==> src/rtl/vend_pkg.sv <==
// Shared types and default sizing for the vending dispense responder.
package vend_pkg;

  typedef enum logic [2:0] {
    ST_IDLE   = 3'd0,
    ST_MOTOR  = 3'd1,
    ST_CHANGE = 3'd2,
    ST_GAP    = 3'd3,
    ST_DONE   = 3'd4
  } vend_state_e;

  localparam int ITEM_W_DEF       = 3;
  localparam int CHG_W_DEF        = 4;
  localparam int MOTOR_CYCLES_DEF = 4;
  localparam int COIN_GAP_DEF     = 2;

  // Timer width; covers MOTOR_CYCLES and COIN_GAP values up to 256.
  localparam int TIMER_W = 8;

endpackage

==> src/rtl/vend_pulse_timer.sv <==
// Loadable down-counter with a zero flag; holds at zero until reloaded.
module vend_pulse_timer
  import vend_pkg::*;
#(
  parameter int CNT_W = TIMER_W
) (
  input  logic             clk,
  input  logic             rst,
  input  logic             load,
  input  logic [CNT_W-1:0] load_val,
  input  logic             dec,
  output logic             zero
);

  logic [CNT_W-1:0] cnt;

  always_ff @(posedge clk) begin
    if (!rst) begin
      cnt <= '0;
    end else if (load) begin
      cnt <= load_val;
    end else if (dec && (cnt != '0)) begin
      cnt <= cnt - CNT_W'(1);
    end
  end

  assign zero = (cnt == '0);

endmodule

==> src/rtl/vend_dispense_responder.sv <==
// Dispense responder: runs the item motor, ejects change coins with gaps,
// then holds ack until the controller drops req.
//
//   state  | meaning
//   IDLE   | waiting for req; latches item/change on the sampling edge
//   MOTOR  | motor_en high for MOTOR_CYCLES cycles
//   CHANGE | one coin pulse; coins_left decrements at the end of the cycle
//   GAP    | COIN_GAP quiet cycles between coin pulses
//   DONE   | ack held high until req is seen low
module vend_dispense_responder
  import vend_pkg::*;
#(
  parameter int ITEM_W       = ITEM_W_DEF,
  parameter int CHG_W        = CHG_W_DEF,
  parameter int MOTOR_CYCLES = MOTOR_CYCLES_DEF,
  parameter int COIN_GAP     = COIN_GAP_DEF
) (
  input  logic              clk,
  input  logic              rst,
  input  logic              req,
  input  logic [ITEM_W-1:0] item,
  input  logic [CHG_W-1:0]  change,
  output logic              busy,
  output logic              motor_en,
  output logic [ITEM_W-1:0] motor_sel,
  output logic              coin_pulse,
  output logic              ack,
  output logic [CHG_W-1:0]  coins_left
);

  // Timers are loaded with N-1 so the state is left in the cycle the count reads zero.
  localparam logic [TIMER_W-1:0] MOT_LOAD = TIMER_W'(MOTOR_CYCLES - 1);
  localparam logic [TIMER_W-1:0] GAP_LOAD = TIMER_W'(COIN_GAP - 1);

  vend_state_e       state_q, state_d;
  logic [CHG_W-1:0]  coins_d;
  logic [ITEM_W-1:0] sel_d;
  logic              mot_load, mot_dec, mot_zero;
  logic              gap_load, gap_dec, gap_zero;

  vend_pulse_timer #(.CNT_W(TIMER_W)) u_motor_timer (
    .clk      (clk),
    .rst      (rst),
    .load     (mot_load),
    .load_val (MOT_LOAD),
    .dec      (mot_dec),
    .zero     (mot_zero)
  );

  vend_pulse_timer #(.CNT_W(TIMER_W)) u_gap_timer (
    .clk      (clk),
    .rst      (rst),
    .load     (gap_load),
    .load_val (GAP_LOAD),
    .dec      (gap_dec),
    .zero     (gap_zero)
  );

  always_comb begin
    state_d  = state_q;
    coins_d  = coins_left;
    sel_d    = motor_sel;
    mot_load = 1'b0;
    mot_dec  = 1'b0;
    gap_load = 1'b0;
    gap_dec  = 1'b0;
    unique case (state_q)
      ST_IDLE: begin
        if (req) begin
          sel_d    = item;
          coins_d  = change;
          mot_load = 1'b1;
          state_d  = ST_MOTOR;
        end
      end
      ST_MOTOR: begin
        if (mot_zero) begin
          state_d = (coins_left == '0) ? ST_DONE : ST_CHANGE;
        end else begin
          mot_dec = 1'b1;
        end
      end
      ST_CHANGE: begin
        // Only entered with coins_left >= 1, so this cannot underflow.
        coins_d = coins_left - CHG_W'(1);
        if (coins_left == CHG_W'(1)) begin
          state_d = ST_DONE;
        end else begin
          gap_load = 1'b1;
          state_d  = ST_GAP;
        end
      end
      ST_GAP: begin
        if (gap_zero) begin
          state_d = ST_CHANGE;
        end else begin
          gap_dec = 1'b1;
        end
      end
      ST_DONE: begin
        if (!req) begin
          state_d = ST_IDLE;
        end
      end
      default: state_d = ST_IDLE;
    endcase
  end

  // Outputs are registered from the next-state decode so they line up with state_q.
  always_ff @(posedge clk) begin
    if (!rst) begin
      state_q    <= ST_IDLE;
      busy       <= 1'b0;
      motor_en   <= 1'b0;
      coin_pulse <= 1'b0;
      ack        <= 1'b0;
      coins_left <= '0;
      motor_sel  <= '0;
    end else begin
      state_q    <= state_d;
      busy       <= (state_d != ST_IDLE);
      motor_en   <= (state_d == ST_MOTOR);
      coin_pulse <= (state_d == ST_CHANGE);
      ack        <= (state_d == ST_DONE);
      coins_left <= coins_d;
      motor_sel  <= sel_d;
    end
  end

endmodule

==> config.mk <==
export PLATFORM = sky130hd
export DESIGN_NAME = vend_dispense_responder
export DESIGN_NICKNAME = d
export VERILOG_FILES = /design/src/rtl/vend_pkg.sv /design/src/rtl/vend_pulse_timer.sv /design/src/rtl/vend_dispense_responder.sv
export SDC_FILE = /design/constraint.sdc
export NUM_CORES = 1
export LEC_CHECK = 0
export ABC_AREA = 1
export CAP_MARGIN = 15
export CORE_AREA = 5 5 84 55
export CTS_CLUSTER_DIAMETER = 100
export DETAILED_ROUTE_END_ITERATION = 8
export DIE_AREA = 0 0 89 60
export DONT_BUFFER_PORTS = 1
export GPL_TIMING_DRIVEN = 0
export PLACE_DENSITY = 0.69
export SYNTH_ARGS = -nofsm -noshare
export SYNTH_HDL_FRONTEND = slang
export SYNTH_HIERARCHICAL = 1
export SYNTH_SLANG_ARGS = --single-unit
export TNS_END_PERCENT = 100
==> constraint.sdc <==
create_clock -name clk -period 1.64 [get_ports clk]
set_input_delay 0.328 -clock clk [delete_from_list [all_inputs] [get_ports clk]]
set_output_delay 0.328 -clock clk [all_outputs]
set_load 0.03 [all_outputs]
==> Word-level counts from Yosys, hierarchy flattened <==
Index checks and enable logic that the tools add are counted.
{ "totals": {"mem_bits_ro": 0, "input_bits": 10, "out_inout_bits": 11, "ff_bits": 30, "latch_bits": 0, "ram_bits": 0, "memories": 0} }
{ "op_classes": {"n_reduce_logical": 16, "shift": 0, "muxes": 21, "n_bitwise": 1, "div": 0, "n_eq_ne": 9, "magnitude_cmp": 0, "multipliers": 0, "add_sub_neg": 3} }
{ "ops": {"columns": ["cell", "n"], "rows": [
  ["$mux 3", 6],
  ["$logic_not 8->1", 2],
  ["$reduce_bool 8->1", 2],
  ["$sub 8x1->8 const B", 2],
  ["$pmux 3 s5", 1],
  ["$mux 1", 10],
  ["$eq 3x2->1 const B", 3],
  ["$pmux 4 s2", 1],
  ["$eq 3x1->1 const B", 2],
  ["$eq 3x3->1 const B", 2],
  ["$reduce_bool 2->1", 3],
  ["$eq 4x1->1 const B", 1],
  ["$logic_not 4->1", 1],
  ["$mux 2", 2],
  ["$mux 4", 1],
  ["$reduce_and 2->1", 2],
  ["$reduce_or 2->1", 2],
  ["$sub 4x1->4 const B", 1],
  ["$logic_not 3->1", 1],
  ["$reduce_bool 3->1", 1],
  ["$logic_and 1x1->1", 2],
  ["$ne 2x2->1 const B", 1],
  ["$not 1->1", 1]
]} }

==> Longest topological paths before layout <==
Gate-level depths: netlist of run 1.
{ "depth": {"ltp_word": 6, "ltp_mapped": 13, "depth_no_buf": 13} }

==> By module <==
Netlist of run 1, hierarchy kept.
{ "modules_own_cells": {"columns": ["mod", "area_each_um2", "seq_area_each_um2", "instances", "cells_each"], "rows": [
  ["vend_pulse_timer", 600.6, 160.2, 2, 104],
  ["vend_dispense_responder", 720.7, 280.3, 1, 103]
]} }

==> Least setup slack after synthesis of run 1 <==
No wires, ideal clock.
{ "synth_path": {"kind": "reg2reg", "start": "reg coins_left[1]", "end": "reg u_gap_timer.cnt[1]", "n_path_buf": 1, "path_stages_with_launch": 12, "setup_time_ns": 0.113, "path_slack_ns": -0.192, "t_arrival_ns": 1.719, "path_cell_list": "dfxtp_1 > inv_1 > ha_1 > nand2_1 > nand2_1 > inv_1 > clkbuf_1 > inv_2 > nand2_4 > clkinv_2 > nor2_1 > nor2_1"} }
{ "synth_via": {"elab_chain_cells": 4} }
{ "synth_rtl": {"columns": ["item", "line", "source"], "rows": [
  ["start, declared", "vend_dispense_responder.sv:28", "output logic [CHG_W-1:0] coins_left"],
  ["start signal, assigned", "vend_dispense_responder.sv:125", "coins_left <= coins_d;"],
  ["$eq 4x1->1", "vend_dispense_responder.sv:86", "if (coins_left == CHG_W'(1)) begin"],
  ["$mux 1", "vend_dispense_responder.sv:86", null],
  ["$mux 1", "vend_dispense_responder.sv:67", "unique case (state_q)"],
  ["net gap_load", "vend_dispense_responder.sv:39", "logic gap_load, gap_dec, gap_zero;"],
  ["$reduce_or 2->1 (no source line)", null, null],
  ["end signal, assigned", "vend_pulse_timer.sv:21", "cnt <= load_val;"],
  ["end signal, assigned", "vend_pulse_timer.sv:23", "cnt <= cnt - CNT_W'(1);"],
  ["end, declared", "vend_pulse_timer.sv:15", "logic [CNT_W-1:0] cnt;"]
]} }
The timed path passes the listed nets, and every way through them passes these cells.
A chain may end at the register's enable or synchronous reset.

==> Worst setup path in the final report of run 1 <==
{ "layout_path": {"start": "reg u_motor_timer.cnt[2]", "end": "reg u_motor_timer.cnt[2]"} }
{ "layout_via": {"elab_chain_cells": 4} }
{ "layout_rtl": {"columns": ["item", "line", "source"], "rows": [
  ["start, declared", "vend_pulse_timer.sv:15", null],
  ["start signal, assigned", "vend_pulse_timer.sv:21", null],
  ["start signal, assigned", "vend_pulse_timer.sv:23", null],
  ["$logic_not 8->1", "vend_pulse_timer.sv:27", "assign zero = (cnt == '0);"],
  ["net mot_zero", "vend_dispense_responder.sv:38", "logic mot_load, mot_dec, mot_zero;"],
  ["$mux 1", "vend_dispense_responder.sv:77", "if (mot_zero) begin"],
  ["$mux 1", "vend_dispense_responder.sv:67", null],
  ["net mot_dec", "vend_dispense_responder.sv:38", null],
  ["$logic_and 1x1->1", "vend_pulse_timer.sv:22", "end else if (dec && (cnt != '0)) begin"]
]} }
The timed path passes the listed nets, and every way through them passes these cells.

==> reports/results.txt, run 1 <==
sw frac: 46.3%
Reg2Reg Depth: 11
critical-path maximum fanout: 6
Syn Inst Count: 311
GRT Total Usage: 17.5%
CP arrival: 1720 ps
Post-Route WL: 4200 um
IO buf count: 0
DR iter-0 viols: 134
antenna cells: 0
CTS tree: built
WL per Instance: 10.9 um
Layout Cells excl Fill: 385
Int Power: 2180 uW
Power Density: 1780 nW/um^2
fin util: 59.3%
Final Hold Vio Count: 0
first-pass iteration count of the detailed router: 5
# H-tree levels: 2
vias in the first global route: 1,536
core footprint: 3850 um^2
setup violators final: 0
die area: 5340 um^2
Static Leakage: 0.00115 uW
synthesized area per cell: 6.18 um^2
CP endpoint kind: flop
final-report max-slew violation count: 0
fin crit share: 91.8%
Synth warnings: 6
Max clock buf depth: 2
I/O Pins: 21
first-pass GRT wire length: 7090 um
total power: 4060 uW
register share of total power: 31.3%
Required @ worst endpoint: 1850 ps
grt ovf: 0
die height: 60 um
#FFs+latches synth: 30
Hold Path Cell Cnt: 2
hold buffers post-CTS: 0
clock sink total: 30
Root Buffer: clkbuf_8
share of cells above drive strength 1: 18.5%
CTS clock-pin slew for the worst setup and hold paths: 60 ps
Sw Pwr: 1880 uW
Peak VDD IR: 0.982 mV
Final ANT Viol Nets: 0
Clk Latency, worst-skew pair: 280 ps
Vias: 1,826
row count: 18
Final #Nets: 352
sequential element share of the synthesized area: 31.3%
Max Freq: 0.664 GHz
Comb pwr share: 49.9%
routability cong.: 0.829
status: finished, final reports clean
CTS Buf Count: 5
WS Path Type: reg -> reg
Mapped Area: 1920 um^2
Hold Crit Class: in -> reg
Final Critical Period: 1510 ps
initial antenna violation count: 0
Worst setup SP type: flop
largest net degree at the start of global routing: 17
Die W: 89 um
placed cells: 375
max_cap viols: 0
Post-DP HPWL: 3190 um
DRC viols: 0
vias per std cell: 4.74
clock share of power: 18.7%
count of cell types in the netlist: 22
initial core utilization: 49.9%
Layout area overhead: 18.8%
Worst Skew: 6.81 ps
[power groups by stage]
stage / Sequential, uW / Clock, uW / Combinational [uW]
final: 1270 / 761 / 2030
after global routing: 1300 / 805 / 2340
after CTS: 1240 / 776 / 1800
after detailed placement: 1250 / 0 / 1780
after global placement: 1250 / 0 / 1750
after floorplan: 1190 / 0 / 1500
[final timing paths]
path / start / endpoint / slack [ps]
setup / recovery: u_motor_timer/cnt[2] / u_motor_timer/cnt[2] / 130
hold / removal: rst / u_gap_timer/cnt[5] / 150
setup reg to reg: u_motor_timer/cnt[2] / u_motor_timer/cnt[2] / 130
hold reg to reg: u_gap_timer/cnt[0] / u_gap_timer/cnt[0] / 500
[registers in the layout, indices dropped and copies added (netlist names)]
register and count:
coins_left 4, state_q 3, motor_en 1, busy 1
u_gap_timer/cnt 8, coin_pulse 1, u_motor_timer/cnt 8, motor_sel 3
ack 1
[cell usage in the layout, fill, tap and decap left out, drive strengths merged, types with 6 or more instances in the layout]
| cell type | instances |
|---|---|
| nand3 | 37 |
| clkbuf | 6 |
| inv | 50 |
| nand2 | 97 |
| dfxtp | 30 |
| o21ai | 14 |
| ha | 7 |
| a21oi | 13 |
| nor2 | 47 |
| conb | 16 |
[area by class of cell]
type                       count  area (um^2)
clock buffer                   6         82.6
tap                           50         62.6
clock inverter                 1         30.0
timing repair buffer           4         30.0
multi-input combinational    243         1240
sequential                    30          616
buffer                         1         15.0
inverter                      50          208
fill                         356         1570
[Yosys cell counts, drive strengths merged]
cell type | instances | area, um^2
a21oi | 13 | 65.1
clkbuf | 2 | 7.51
clkinv | 2 | 10.0
conb | 2 | 7.51
dfxtp | 30 | 601
ha | 7 | 87.6
inv | 48 | 180
nand2 | 97 | 412
nand3 | 37 | 210
nand3b | 1 | 7.51
nand4 | 5 | 31.3
nor2 | 47 | 184
nor3 | 3 | 15.0
o21ai | 14 | 77.6
xnor2 | 3 | 26.3
[through the flow]
stage | setup slack, ps | hold slack, ps | cell area [um^2] | TNS, ps
finish | 134 | 154 | 2280 | 0
global route | -6.15 | 156 | 2280 | -12.1
CTS | 6.83 | 149 | 2160 | 0
detailed placement | -322 | 434 | 2040 | -3400
global placement | -319 | 431 | 2040 | -3290
floorplan | 61.4 | 426 | 1980 | 0
[kinds of logic after synthesis]
group | after synthesis | synth area share (%)
buf+inv | 52 | 10.3
fa+ha+maj | 7 | 4.56
xor+xnor | 3 | 1.37
simple gates | 190 | 44.7
other cells | 2 | 0.391
compound gates | 27 | 7.42
flops | 30 | 31.3
[layer usage]
layer / GRT usage, % / part of all wire, % / wire length, um
met1: 27.4 / 54 / 2260
met2: 22.7 / 39 / 1630
met3: 4.68 / 6.4 / 270
met4: 5.10 / 0.95 / 40
met5: 0 / 0 / 0
[timing repair]
action | in CTS | in global routing
pin swaps | 0 | 11
endpoints found under the hold margin | 0 | 0
gates cloned | 0 | 0
endpoints found under the setup margin | 16 | 19
gates resized for setup | 9 | 34
setup buffers | 0 | 4
[worst max-delay path, stage by stage (launching register included)]
cell and delay [ps]:
dfxtp_1 370, nor2_4 170, nand2_2 100, nor2_4 120, inv_1 60, nand4_1 100
inv_2 70, nand2_4 100, nand2_8 80, inv_4 80, nand2_1 50, a21oi_1 120
Power figures use the tool's default switching activity.
==> run 2, diff against run 1 <==
--- a/config.mk
+++ b/config.mk
@@ -7,15 +7,14 @@
 export LEC_CHECK = 0
 export ABC_AREA = 1
 export CAP_MARGIN = 15
-export CORE_AREA = 5 5 84 55
+export CORE_AREA = 3 3 75 49
 export CTS_CLUSTER_DIAMETER = 100
 export DETAILED_ROUTE_END_ITERATION = 8
-export DIE_AREA = 0 0 89 60
+export DIE_AREA = 0 0 78 52
 export DONT_BUFFER_PORTS = 1
 export GPL_TIMING_DRIVEN = 0
 export PLACE_DENSITY = 0.69
 export SYNTH_ARGS = -nofsm -noshare
 export SYNTH_HDL_FRONTEND = slang
-export SYNTH_HIERARCHICAL = 1
 export SYNTH_SLANG_ARGS = --single-unit
 export TNS_END_PERCENT = 100
==> run 2 against run 1 <==
Power shrank 25%. Clock skew shrank 0.72 ps. Flip-flop and latch count is the same. Routed wire length shrank 24%. Count of clock-buffer cells in the layout is the same. Synthesized area shrank 17%. Worst hold slack gained 20 ps. Utilization shrank 3.5 points. Worst setup slack gained 24 ps. Via count shrank 24%.
==> reports/results.txt, run 2 <==
met1 wire length: 1670 um (-26%)
Peak VDD IR: 0.955 mV (-2.7%)
critical path depth: 9 (-2)
Worst setup SP type: flop
Post-Route WL: 3170 um (-24%)
CTS Buf Count: 5 (unchanged)
biggest regs: u_gap_timer.cnt x8, u_motor_timer.cnt x8, coins_left x4
RSZ-0062 raised after global routing: no
I/O Pins: 21 (unchanged)
Vias: 1,385 (-24%)
routability cong.: 0.865 (+4.3%)
Root Buffer: clkbuf_8
CP arrival: 1650 ps (-70 ps)
final-report max-slew violation count: 0 (unchanged)
row count: 16 (-2)
max layer used: met4
Slew HR: 69.1%
setup violators final: 0 (unchanged)
count of cell types in the netlist: 23 (+4.5%)
first-pass iteration count of the detailed router: 4 (-1)
placed cells: 280 (-25%)
Required @ worst endpoint: 1810 ps (-40 ps)
Worst Skew: 6.08 ps (-0.723 ps)
Fillers: 323 (-9.3%)
critical-path maximum fanout: 10 (+4)
antenna cells: 0 (unchanged)
CP delay by family, top: simple AND/OR/NAND/NOR gates
die height: 52 um (-13%)
Synth top area share: 37.6% (+6.3 points)
GRT Total Usage: 18.3% (+0.87 points)
CTS tree: built
Layout Cells excl Fill: 286 (-26%)
critical-path cell list: inv_1 -> ha_1 -> nand3_1 -> inv_1 -> nand2_2 -> nand2_4 -> nand2_1 -> o21ai_1 -> nand2_1
met3 WL: 217 um (-20%)
Slew @ Worst Pin: 463 ps
initial core utilization: 51.2% (+1.3 points)
WS Path Type: reg -> reg
#FFs+latches synth: 30 (unchanged)
Mapped Area: 1600 um^2 (-17%)
total power: 3070 uW (-25%)
Layout area overhead: 8.84%
sequential element share of the synthesized area: 37.6% (+6.3 points)
share of cells above drive strength 1: 12.0% (-6.5 points)
Area contributors post-synth: dfxtp_1, nand2_1, nor2_1, a21oi_1, inv_1
fin crit share: 90.4% (-1.4 points)
Commonest cells post-synth: nand2_1, nor2_1, dfxtp_1
hold buffers post-CTS: 0 (unchanged)
commonest non-fill, non-tap cell in the layout: nand2_1
Final #Nets: 259 (-26%)
CTS clock-pin slew for the worst setup and hold paths: 60 ps (about the same)
Die W: 78 um (-12%)
Hold Crit Class: in -> reg
Setup TNS: 0 ps (unchanged)
Reg2Reg Depth: 9 (-2)
Final Hold Vio Count: 0 (unchanged)
# H-tree levels: 2 (unchanged)
Crit-path slowest cell: dfxtp_1
core footprint: 3120 um^2 (-19%)
Syn Inst Count: 235 (-24%)
IO buf count: 0 (unchanged)
most frequent cells in the layout: nand2_1, nor2_1, dfxtp_1, inv_1, a21oi_1
vias in the first global route: 1,257 (-18%)
Final ANT Viol Nets: 0 (unchanged)
Synth warnings: 0 (-6)
Largest stage delay, worst path: 310 ps (-60 ps)
max_cap viols: 0 (unchanged)
Max clock buf depth: 2 (unchanged)
Worst Slack Setup Final: 158 ps (+23.6 ps)
largest net degree at the start of global routing: 11 (-6)
Final Critical Period: 1480 ps (-23.6 ps)
initial antenna violation count: 0 (unchanged)
grt ovf: 0 (unchanged)
CP endpoint kind: flop
first-pass GRT wire length: 5660 um (-20%)
WL per Instance: 11.1 um (+1.7%)
Static Leakage: 0.000789 uW (-32%)
Max Freq: 0.675 GHz (+1.6%)
Main synth FF type: dfxtp_1
syn nets: 252
status: finished, final reports clean
Post-DP HPWL: 2370 um (-26%)
die area: 4060 um^2 (-24%)
synthesized area per cell: 6.80 um^2 (+10%)
Hold Path Cell Cnt: 2 (unchanged)
Async S/R FF share, synth: 0% (unchanged)
Power Density: 1760 nW/um^2 (-1.0%)
pre-CTS WS: 53.9 ps (+376 ps)
EDFF count, synth: 0 (unchanged)
most frequent cell after synthesis: nand2_1
DRC viols: 0 (unchanged)
Clk Latency, worst-skew pair: 280 ps (about the same)
DR iter-0 viols: 80 (-40%)
number of buffers and inverters on the critical path: 2 (-1)
met2 routed wirelength: 1230 um (-25%)
clock sink total: 30 (unchanged)
vias per std cell: 4.84 (+2.1%)
leading area contributor after synthesis: dfxtp_1
[run 2: metal layers]
| metal | track usage (%) | up-vias |
|---|---|---|
| met2 | 25.0 | 35 |
| met4 | 8.72 | 0 |
| met1 | 25.7 | 593 |
| li1 | - | 751 |
| met3 | 6.06 | 6 |
| met5 | 0 | - |
[run 2: stage by stage]
| stage | hold slack (ps) | area [um^2] | util (%) |
|---|---|---|---|
| after floorplan | 431 | 1600 | - |
| after global placement | 447 | 1660 | 53.0 |
| after detailed placement | 446 | 1660 | 53.0 |
| after CTS | 170 | 1740 | 55.6 |
| after global routing | 186 | 1740 | 55.7 |
| final | 175 | 1740 | 55.7 |
[run 2: area by class of cell]
cell class / count / area [um^2] / area share [%]
Buffer: 1 / 3.75 / 0.216
Clock buffer: 6 / 82.6 / 4.74
Inverter: 32 / 120 / 6.90
Multi-Input combinational cell: 172 / 875 / 50.3
Sequential cell: 30 / 603 / 34.7
Tap cell: 45 / 56.3 / 3.24
[run 2: final timing paths]
check                       startpoint              endpoint  slack, ps
setup / recovery  u_motor_timer.cnt[0]                  busy        160
hold / removal                     rst                  busy        170
setup reg to reg  u_motor_timer.cnt[0]                  busy        160
hold reg to reg   u_motor_timer.cnt[0]  u_motor_timer.cnt[0]        470
[run 2: cells by family after synthesis]
kind of cell,Yosys count,share of synthesized area [%]
and+or+nand+nor,119,32.6
AOI/OAI and AO/OA,41,13.8
buffers and inverters,33,7.75
DFF,30,37.6
adders and majority gates,7,5.48
xor gates and xnor gates,5,2.74
[run 2: where the power goes]
part	switching [uW]	leakage [uW]	total [uW]	internal [uW]
clock network	249	0.0000431	571	322
registers	313	0.000245	1220	904
logic	826	0.000500	1280	453
total	1390	0.000789	3070	1680
[run 2: worst register-to-register path, cell delays in order (launching register included)]
cell,delay [ps]
dfxtp_1,310
inv_1,150
ha_1,180
nand3_1,90
inv_1,70
nand2_2,70
nand2_4,120
nand2_1,120
o21ai_1,190
nand2_1,70
[run 2: what timing repair did]
action	in CTS	in global routing
gates resized for setup	0	2
endpoints found under the setup margin	0	3
setup buffers	0	0
hold endpoints to repair	0	0
==> run 3, diff against run 2 <==
--- a/config.mk
+++ b/config.mk
@@ -5,15 +5,14 @@
 export SDC_FILE = /design/constraint.sdc
 export NUM_CORES = 1
 export LEC_CHECK = 0
-export ABC_AREA = 1
-export CAP_MARGIN = 15
-export CORE_AREA = 3 3 75 49
+export ABC_AREA = 0
+export CORE_AREA = 3 3 73 47
 export CTS_CLUSTER_DIAMETER = 100
 export DETAILED_ROUTE_END_ITERATION = 8
-export DIE_AREA = 0 0 78 52
+export DIE_AREA = 0 0 76 50
 export DONT_BUFFER_PORTS = 1
 export GPL_TIMING_DRIVEN = 0
-export PLACE_DENSITY = 0.69
+export PLACE_DENSITY = 0.7
 export SYNTH_ARGS = -nofsm -noshare
 export SYNTH_HDL_FRONTEND = slang
 export SYNTH_SLANG_ARGS = --single-unit
==> run 3 against run 2 <==
The run now ends with setup timing left. Non-clock buffer count is 25 higher. Final area grew 17%. Highest routed layer unchanged. Fmax shrank 21%. Sequential power is 11% lower. Utilization is 16 points higher. Die area shrank 6.3%. Flip-flop and latch count stayed put. Via count down 4.9%. First-iteration DRC count shrank 60%. Combinational power down 23%. Largest power group is now sequential cells. Count of clock-buffer cells in the layout unchanged. Register-to-register slack lost 400 ps.
==> reports/results.txt, run 3 <==
final instance area: 2030 um^2 (+17%)
Setup TNS: -2010 ps (-2010 ps)
EDFF count, synth: 0 (unchanged)
RSZ-0062 raised after global routing: yes
Required @ worst endpoint: 1810 ps (about the same)
vias per std cell: 5.68 (+17%)
Mapped Area: 1510 um^2 (-5.7%)
leading area contributor after synthesis: dfxtp_1
total power: 2660 uW (-13%)
count of cell types in the netlist: 48 (+110%)
initial antenna violation count: 0 (unchanged)
synthesized area per cell: 9.25 um^2 (+36%)
syn nets: 180 (-29%)
first-pass GRT wire length: 6160 um (+8.9%)
Slew HR: 58.7% (-10 points)
hold buffers post-CTS: 0 (unchanged)
CP arrival: 2060 ps (+410 ps)
grt ovf: 0 (unchanged)
setup violators final: 18 (+18)
Final Critical Period: 1880 ps (+400 ps)
GRT Total Usage: 21.2% (+2.9 points)
Peak VDD IR: 0.806 mV (-16%)
DP Area: 1590 um^2 (-3.9%)
Post-DP HPWL: 2260 um (-4.7%)
commonest non-fill, non-tap cell in the layout: buf_4
Main synth FF type: dfxtp_1
die height: 50 um (-3.8%)
DR iter-0 viols: 32 (-60%)
Syn Inst Count: 163 (-31%)
#FFs+latches synth: 30 (unchanged)
CTS tree: built
status: finished, violations left
Final ANT Viol Nets: 0 (unchanged)
initial core utilization: 53.2% (+2.0 points)
Synth warnings: 0 (unchanged)
most frequent cell after synthesis: dfxtp_1
Max Freq: 0.531 GHz (-21%)
critical-path cell list: or4_4 -> o21a_4 -> or3_4 -> o31a_1
Commonest cells post-synth: dfxtp_1, nor2_1, a21oi_1, nand2_1, xor2_1
critical-path maximum fanout: 4 (-6)
CTS clock-pin slew for the worst setup and hold paths: 60 ps (about the same)
Synth top area share: 39.8% (+2.3 points)
die area: 3800 um^2 (-6.3%)
IO buf count: 0 (unchanged)
Largest stage delay, worst path: 560 ps (+250 ps)
final-report max-slew violation count: 0 (unchanged)
largest net degree at the start of global routing: 11 (unchanged)
biggest regs: u_gap_timer.cnt x8, u_motor_timer.cnt x8, coins_left x4
Layout area overhead: 34.9%
WL per Instance: 16.9 um (+52%)
Crit-path slowest cell: or4_4
Worst Slack Setup Final: -243 ps (-400 ps)
Layout Cells excl Fill: 232 (-19%)
vias in the first global route: 1,236 (-1.7%)
Post-Route WL: 3920 um (+23%)
Power Density: 1310 nW/um^2 (-26%)
Async S/R FF share, synth: 0% (unchanged)
Max clock buf depth: 2 (unchanged)
Static Leakage: 0.000744 uW (-5.7%)
antenna cells: 0 (unchanged)
Die W: 76 um (-2.6%)
max_cap viols: 0 (unchanged)
row count: 15 (-1)
Vias: 1,317 (-4.9%)
placed cells: 205 (-27%)
I/O Pins: 21 (unchanged)
Final #Nets: 208 (-20%)
CP endpoint kind: flop
Clk Latency, worst-skew pair: 280 ps (about the same)
Slew @ Worst Pin: 618 ps (+155 ps)
most frequent cells in the layout: buf_4, nor2_1, dfxtp_1, nand2_1
routability cong.: 0.814 (-5.9%)
Root Buffer: clkbuf_8
fin crit share: 115% (+24 points)
Hold Crit Class: in -> reg
Worst Hold Slack: 179 ps (+4.44 ps)
core footprint: 2830 um^2 (-9.3%)
CTS Buf Count: 5 (unchanged)
WS Path Type: reg -> reg
failing checks: setup timing
clock sink total: 30 (unchanged)
Worst setup SP type: flop
share of cells above drive strength 1: 43.7% (+32 points)
DRC viols: 0 (unchanged)
first-pass iteration count of the detailed router: 4 (unchanged)
# H-tree levels: 2 (unchanged)
Area contributors post-synth: dfxtp_1, ha_1, xor2_1, a21oi_1, nor2_1
Final Hold Vio Count: 0 (unchanged)
Worst Skew: 3.60 ps (-2.48 ps)
sequential element share of the synthesized area: 39.8% (+2.3 points)
[run 3: changes by cell type after synthesis, sizes merged, moves of 9 or more]
cell	previous run	this run
nand2	63	12
nand3	13	0
nor2	39	16
o21ai	18	3
inv	32	7
a21oi	21	12
[run 3: path summary, 6_finish.rpt]
path,start,end,slack [ps],cells past startpoint
setup / recovery,u_gap_timer.cnt[6],busy,-240,4
hold / removal,item[1],motor_sel[1],180,2
setup reg to reg,u_gap_timer.cnt[6],busy,-240,4
hold reg to reg,u_motor_timer.cnt[7],u_motor_timer.cnt[7],500,2
[run 3: final cells by class]
cell class / instances / area [um^2]
Sequential cell: 30 / 632
Tap cell: 42 / 52.6
Buffer: 2 / 17.5
Inverter: 8 / 30.0
Timing Repair Buffer: 24 / 195
Fill cell: 213 / 800
Multi-Input combinational cell: 120 / 1020
Clock buffer: 6 / 82.6
[run 3: repair_timing]
action	CTS	global route
gates resized for setup	39	15
hold endpoints to repair	0	0
pin swaps	11	17
endpoints found under the setup margin	27	22
setup buffers	17	8
[run 3: metal layers]
layer	track usage [%]	routed length (um)	share of wire [%]	up-vias
li1	-	-	-	644
met1	26.5	1780	45	641
met2	32.9	1910	49	24
met3	6.93	149	3.8	8
met4	11.1	74	1.9	0
met5	0	0	0	-
[run 3: cell families after synthesis]
logic type | after synthesis | synth area share [%]
AND/OR/NAND/NOR | 64 | 26.5
AO/OA/AOI/OAI | 35 | 16.1
XOR/XNOR | 12 | 6.97
multiplexers | 2 | 1.41
adder cells (fa/ha/maj) | 7 | 5.81
buffers and inverters | 13 | 3.40
flip-flops | 30 | 39.8
[run 3: metrics by stage]
stage	utilization (%)	setup slack, ps
2_1_floorplan	-	-318
3_3_place_gp	56.1	-402
3_5_place_dp	56.1	-423
4_1_cts	67.1	-244
5_1_grt	71.8	-288
6_report	71.8	-243
[run 3: critical path, delay by kind of cell (launching register included)]
family	cells	cell delay (ps)
AOI/OAI and AO/OA	2	470
DFF	1	330
and+or+nand+nor	2	970
[run 3: report_power, final]
part	internal (uW)	switching (uW)
registers	855	237
clock network	323	261
logic	501	486
